`src/rtl/mem_arbiter.sv`:
```
// rtl/mem_arbiter.sv - round-robin arbiter sharing the 128-bit line memory port between icache and dcache
// One transaction in flight; a WAIT that runs TIMEOUT cycles without mem_ready_i re-issues the request.
module mem_arbiter #(
   parameter int TIMEOUT = 255
) (
   input  logic         clk_i,
   input  logic         rsn_i,
   input  logic         ic_rqst_i,
   input  logic [19:0]  ic_addr_i,
   output logic         ic_ready_o,
   output logic [127:0] ic_data_o,
   output logic [19:0]  ic_addr_o,
   input  logic         dc_rqst_i,
   input  logic         dc_we_i,
   input  logic [19:0]  dc_addr_i,
   input  logic [31:0]  dc_wdata_i,
   output logic         dc_ready_o,
   output logic [127:0] dc_data_o,
   output logic [19:0]  dc_addr_o,
   output logic         mem_rqst_o,
   output logic         mem_we_o,
   output logic [19:0]  mem_addr_o,
   output logic [31:0]  mem_wdata_o,
   input  logic         mem_ready_i,
   input  logic [127:0] mem_data_i,
   output logic [1:0]   grant_o,
   output logic [7:0]   retry_cnt_o
);

   typedef enum logic [1:0] {IDLE, ISSUE, WAIT, RESP} state_t;

   localparam logic [7:0] TO_LAST = 8'(TIMEOUT - 1);

   state_t     state, state_nxt;
   logic [7:0] to_cnt;
   logic       last_dc;
   logic       ic_win, dc_win, timeout_hit;

   always_ff @(posedge clk_i or posedge rsn_i) begin
      if (rsn_i) state <= IDLE;
      else       state <= state_nxt;
   end

   // On contention the requester that did not win last time goes first.
   always_comb begin
      state_nxt   = state;
      ic_win      = 1'b0;
      dc_win      = 1'b0;
      timeout_hit = 1'b0;
      case (state)
         IDLE: begin
            ic_win = ic_rqst_i & (~dc_rqst_i | last_dc);
            dc_win = dc_rqst_i & ~ic_win;
            if (ic_win | dc_win) state_nxt = ISSUE;
         end
         ISSUE: state_nxt = WAIT;
         WAIT: begin
            if (mem_ready_i) begin
               state_nxt = RESP;
            end else if (to_cnt == TO_LAST) begin
               timeout_hit = 1'b1;
               state_nxt   = ISSUE;
            end
         end
         RESP:    state_nxt = IDLE;
         default: state_nxt = IDLE;
      endcase
   end

   always_ff @(posedge clk_i or posedge rsn_i) begin
      if (rsn_i) begin
         ic_ready_o  <= 1'b0;
         ic_data_o   <= '0;
         ic_addr_o   <= '0;
         dc_ready_o  <= 1'b0;
         dc_data_o   <= '0;
         dc_addr_o   <= '0;
         mem_rqst_o  <= 1'b0;
         mem_we_o    <= 1'b0;
         mem_addr_o  <= '0;
         mem_wdata_o <= '0;
         grant_o     <= '0;
         retry_cnt_o <= '0;
         to_cnt      <= '0;
         last_dc     <= 1'b1;
      end else begin
         mem_rqst_o <= (state_nxt == ISSUE);
         ic_ready_o <= 1'b0;
         dc_ready_o <= 1'b0;
         case (state)
            IDLE: begin
               if (ic_win) begin
                  grant_o    <= 2'b01;
                  mem_addr_o <= ic_addr_i;
                  mem_we_o   <= 1'b0;
               end else if (dc_win) begin
                  grant_o     <= 2'b10;
                  mem_addr_o  <= dc_addr_i;
                  mem_we_o    <= dc_we_i;
                  mem_wdata_o <= dc_wdata_i;
               end else begin
                  grant_o <= '0;
               end
            end
            ISSUE: to_cnt <= '0;
            WAIT: begin
               to_cnt <= to_cnt + 8'd1;
               if (mem_ready_i) begin
                  if (grant_o[0]) begin
                     ic_data_o  <= mem_data_i;
                     ic_addr_o  <= mem_addr_o;
                     ic_ready_o <= 1'b1;
                  end else begin
                     // A write completion returns no line; keep the last one.
                     if (!mem_we_o) dc_data_o <= mem_data_i;
                     dc_addr_o  <= mem_addr_o;
                     dc_ready_o <= 1'b1;
                  end
               end else if (timeout_hit && retry_cnt_o != 8'hFF) begin
                  retry_cnt_o <= retry_cnt_o + 8'd1;
               end
            end
            RESP: begin
               last_dc <= grant_o[1];
               grant_o <= '0;
            end
            default: ;
         endcase
      end
   end

endmodule

```
`config.mk`:
```
export PLATFORM = sky130hd
export DESIGN_NAME = mem_arbiter
export DESIGN_NICKNAME = d
export VERILOG_FILES = /design/src/rtl/mem_arbiter.sv
export SDC_FILE = /design/constraint.sdc
export NUM_CORES = 1
export LEC_CHECK = 0
export ABC_CLOCK_PERIOD_IN_PS = 10390
export CORE_UTILIZATION = 30
export CTS_BUF_LIST = sky130_fd_sc_hd__clkbuf_16
export DETAILED_ROUTE_END_ITERATION = 8
export PLACE_DENSITY = 0.58
export RECOVER_POWER = 100
export SYNTH_ARGS = -nofsm -noshare
export SYNTH_HDL_FRONTEND = slang
export SYNTH_SLANG_ARGS = --single-unit
export TNS_END_PERCENT = 50
```
`constraint.sdc`:
```
create_clock -name clk_i -period 10.39 [get_ports clk_i]
set_input_delay 1.039 -clock clk_i [delete_from_list [all_inputs] [get_ports clk_i]]
set_output_delay 1.039 -clock clk_i [all_outputs]
set_load 0.005 [all_outputs]
```
# Word level (Yosys, flattened, before mapping)
# Index checks and enable logic that the tools add are counted.
word_totals:
  ramBits: 0
  memories: 0
  latchBits: 0
  wordCells: 67
  register_bits: 373
  romBits: 0
op_classes:
  eq_ne: 6
  n_div: 0
  addsub: 2
  n_bitwise: 10
  order_cmp: 0
  n_mux: 23
  reduce_logical: 11
  mul: 0
  shifts: 0
op_table:
  columns: ["cell", "count"]
  rows:
  - ["20-bit 2-to-1 mux", 2]
  - ["8-bit by 1-bit adder with 8-bit output (second input constant)", 2]
  - ["8-bit case mux with 2 select lines", 1]
  - ["1-bit 2-to-1 mux", 13]
  - ["3-bit AND reduction", 4]
  - ["2-bit 2-to-1 mux", 5]
  - ["8-bit equality test (second input constant)", 1]
  - ["8-bit != test (second input constant)", 1]
  - ["2-bit case mux with 4 select lines", 1]
  - ["1-bit NOT", 6]
  - ["2-bit nonzero test", 3]
  - ["2-bit by 1-bit equality test with 1-bit output (second input constant)", 2]
  - ["2-bit equality test (second input constant)", 2]
  - ["2-bit case mux with 2 select lines", 1]
  - ["4-bit AND reduction", 1]
  - ["1-bit bitwise AND", 2]
  - ["2-bit logical NOT", 1]
  - ["1-bit OR", 2]
  - ["2-bit AND reduction", 1]
  - ["1-bit logical AND", 1]

# Depth between registers and ports, before layout
logic_depth:
  depth_word: 9
  depth_mapped: 8
  ltp_nobuf: 6

# Least setup slack after synthesis
# OpenSTA, ideal clock, no wires.
synth_timing:
  kind: "input -> register"
  from: "input port dc_rqst_i"
  to: "register mem_wdata_o[18]"
  arrival_time_ns: 1.980
  t_required_ns: 10.265
  path_slack_ns: 8.285
  stages: 4
  path_cell_list: "inv_1 > a211oi_4 > buf_4 > mux2_2"
synth_via:
  elab_chain_len: 7
  word_cells_on_any_way: 9
synth_lines:
  columns: ["element", "line_no", "source"]
  rows:
  - ["from (decl)", "13", "input logic dc_rqst_i,"]
  - ["1-bit NOT", "52", "ic_win = ic_rqst_i & (~dc_rqst_i | last_dc);"]
  - ["1-bit OR", "52", null]
  - ["1-bit bitwise AND", "52", null]
  - ["1-bit NOT", "53", "dc_win = dc_rqst_i & ~ic_win;"]
  - ["1-bit bitwise AND", "53", null]
  - ["1-bit 2-to-1 mux", "50", "case (state)"]
  - ["3-bit AND reduction (no source line) *", null, null]
  - ["to (signal assigned)", "100", "mem_wdata_o <= dc_wdata_i;"]
  - ["to (decl)", "23", "output logic [31:0] mem_wdata_o,"]
# Every way passes the cells marked *; elsewhere a longest branch is shown, timed or not.
# A chain may end at the register's enable or synchronous reset.

# Worst setup path after layout
layout_timing:
  from: "input port mem_ready_i"
  to: "register ic_data_o[77]"
layout_via:
  elab_chain_len: 1
layout_lines:
  columns: ["element", "line_no", "source"]
  rows:
  - ["from (decl)", "24", "input logic mem_ready_i,"]
  - ["3-bit AND reduction (no source line)", null, null]
  - ["to (signal assigned)", "110", "ic_data_o <= mem_data_i;"]
  - ["to (decl)", "11", "output logic [127:0] ic_data_o,"]
# Every way passes these cells.

==> results.yml <==
pwr:
  clkPwrFrac_pct: 23.2
  swShare_pct: 29.3
  p_sw_mw: 1.82
  p_seq_share_pct: 39.4
  cellLeakagePower_nw: 10.1
  powerDensity_mw_per_mm2: 285
  max-vdd-ir-drop_mv: 0.167
  combPwrFrac_pct: 37.4
  p_int_mw: 4.40
flow_run:
  max-cap-violations: 11
timing:
  timing.final.ws_setup_ns: 3.86
  period_minus_slack_ns: 6.53
  finClkSkew_ns: 0.0219
  slew_headroom_pct: -170
  finalCritPeriodShare_pct: 62.8
  worst_hold_slack_ns: 0.466
  drv_slew: 614
  fin_tns_setup_ns: 0
  finalSetupViolations: 0
  rsz0062_at_grt: "false"
  fmax_mhz: 153
  finalHoldViolations: 0
  worst_pin_slew_ns: 4.05
critical_path:
  start_kind: "primary input"
  reg2reg_depth: 7
  path_class: "in2reg"
  r2r_setup_slack_ns: 4.05
  cp.arrival_ns: 6.99
  rr_endpoint: "dc_data_o[123]"
  path_max_fanout: 65
  rr_startpoint: "state[0]"
  end_kind: "register"
  crit_required_ns: 10.85
global_routing:
  grt_pass1_vias: 10521
  grt.total_usage_pct: 18.4
  grt_max_degree: 77
  grt_overflow: 0
  antenna_found_initial: 4
  grt_pass1_wl_mm: 68.3
cells_and_area:
  mostFrequentLayoutCell: "dfrtp_1"
  num-fill-cells: 4275
  drive_gt1_share_pct: 22.6
  area_growth_pct: 51.9
  final_cell_mix: "dfrtp_1 (372), dlygate4sd3_1 (365), mux2_2 (288)"
  nets: 1753
routing:
  antenna_left: 0
  drtPass1Iterations: 9
  post_drt_wl_per_cell_um: 20.5
  via_per_inst: 4.55
  drt_iter0_markers: 379
  drc_errors: 39
  wl_mm: 44.6
  vias: 9915
run_status:
  violations: "design-rule violations, max-capacitance violations, max-slew violations"
  outcome: "finished, violations left"
clocking:
  clockBufferDepth: 3
  clkLatencyLatePin_ns: 0.56
  cts_hold_buf: 0
  cts_inserted_buffers: 44
  htree_levels: 2
  cts.repair.resized: 0
  cts_setup_buffers: 0
  root_buffer: "clkbuf_16"
  clkTransAtPathRegs_ns: 0.05
  cts_tree: "yes"
  clock-sinks: 373
yosys:
  synth_edf_count: 0
  syn-instance-count: 962
  synth-seq-area-share_pct: 64.9
  ys.flop_type: "dfrtp_1"
  async_flop_share_pct: 100
  netlist_area_mm2: 0.0144
  ys_seq_elements: 373
  syn_nets: 1175
  yosys_warnings: 0
  yosysUniqueCellTypes: 46
  postSynthAreaPerCell_um2: 14.9
die:
  core_area_mm2: 0.0470
  io_pins: 568
  num_rows: 79
  start_util_pct: 30.6
  fp.dieW_um: 221
  die_y_um: 221
  die_area_mm2: 0.0488
placement:
  dpl.hpwl_mm: 33.2
  gp_congestion: 0.794
  dp_slack_ns: 5.60
  io_buffers: 567
min_path:
  whs_endpoint: "dc_addr_o[8]"
  hp-start: "dc_addr_o[8]"
  min_path_type: "reg2reg"
  hold_path_depth: 2
-- per-layer routing --
layer,up-vias,wire length [um],GRT usage (%),part of all wire (%)
met5,-,0,0,0
met4,0,1030,6.00,2.3
met3,58,4110,6.64,9.2
met2,383,22800,32.3,51
met1,4933,16700,20.6,37
li1,4541,-,-,-
-- through the flow --
stage / total power, mW / instances / area (um^2) / utilization, %
after floorplan: 3.35 / 962 / 14400 / -
after global placement: 5.07 / 2101 / 20600 / 43.8
after detailed placement: 5.12 / 2101 / 20600 / 43.8
after CTS: 6.59 / 2176 / 21900 / 46.7
after global routing: 6.59 / 2179 / 21800 / 46.5
final: 6.21 / 2179 / 21800 / 46.5
-- flip-flops by register name (all words and copies together) (netlist names) --
signal and count:
ic_addr_o 20, dc_addr_o 20, ic_ready_o 1, mem_rqst_o 1, mem_addr_o 20, dc_ready_o 1, state 2, retry_cnt_o 8
to_cnt 8, grant_o 2, last_dc 1, mem_we_o 1, ic_data_o 128, mem_wdata_o 32, dc_data_o 128
-- cell type report --
cell class                      count  area (um^2)  share of cell area [%]
Clock buffer                       45         1130                    5.16
Timing Repair Buffer              578         5730                    26.2
Clock inverter                     30          204                   0.934
Tap cell                          607          759                    3.48
Sequential cell                   373         9340                    42.8
Multi-Input combinational cell    533         4640                    21.2
Inverter                           10         38.8                   0.178
Antenna cell                        3         7.51                  0.0344
-- cell usage after synthesis (2+ instances only) --
cell / number / area share, %
a21oi_1: 25 / 0.87
a22o_1: 3 / 0.18
a31oi_1: 2 / 0.087
and4_1: 2 / 0.12
buf_2: 12 / 0.42
buf_4: 11 / 0.57
buf_6: 13 / 1.0
clkbuf_1: 10 / 0.26
dfrtp_1: 372 / 65
ha_1: 7 / 0.61
inv_1: 8 / 0.21
inv_2: 2 / 0.052
mux2_1: 21 / 1.6
mux2_2: 288 / 23
nand2_1: 85 / 2.2
nand3_1: 7 / 0.24
nand3b_1: 2 / 0.10
nand4_1: 2 / 0.087
nor2_1: 27 / 0.71
nor2b_1: 3 / 0.13
o21ai_0: 14 / 0.49
o21ai_1: 18 / 0.63
xnor2_1: 4 / 0.24
xor2_1: 2 / 0.12
-- logic make-up after synthesis --
kind of cell	synth area share, %
flip-flops	64.9
AND/OR/NAND/NOR	4.54
AO/OA/AOI/OAI	2.69
multiplexers	24.3
buffers and inverters	2.53
XOR/XNOR	0.366
adder cells (fa/ha/maj)	0.609
-- power by group through the flow --
stage,Clock [mW],Combinational (mW),Sequential (mW)
after CTS,1.49,2.61,2.49
after global routing,1.54,2.49,2.55
final,1.44,2.33,2.45
after global placement,0,2.58,2.48
after detailed placement,0,2.61,2.51
after floorplan,0,0.846,2.51
-- how the worst max path moves through the flow --
| stage | from | endpoint | slack [ns] | cells after the start |
|---|---|---|---|---|
| floorplan | rsn_i | dc_addr_o[0] | 4.34 | 1 |
| global placement | mem_ready_i | dc_data_o[109] | 5.66 | 6 |
| detailed placement | mem_ready_i | dc_data_o[83] | 5.60 | 6 |
| CTS | mem_ready_i | dc_data_o[123] | 6.22 | 6 |
| global route | rsn_i | ic_data_o[70] | 3.28 | 3 |
| finish | mem_ready_i | ic_data_o[77] | 3.86 | 4 |
-- critical path, stage by stage --
cell and delay (ns):
dlygate4sd3_1 0.60, nand3_1 1.71, clkbuf_1 2.93, mux2_2 0.58
(Power assumes the default switching activity.)
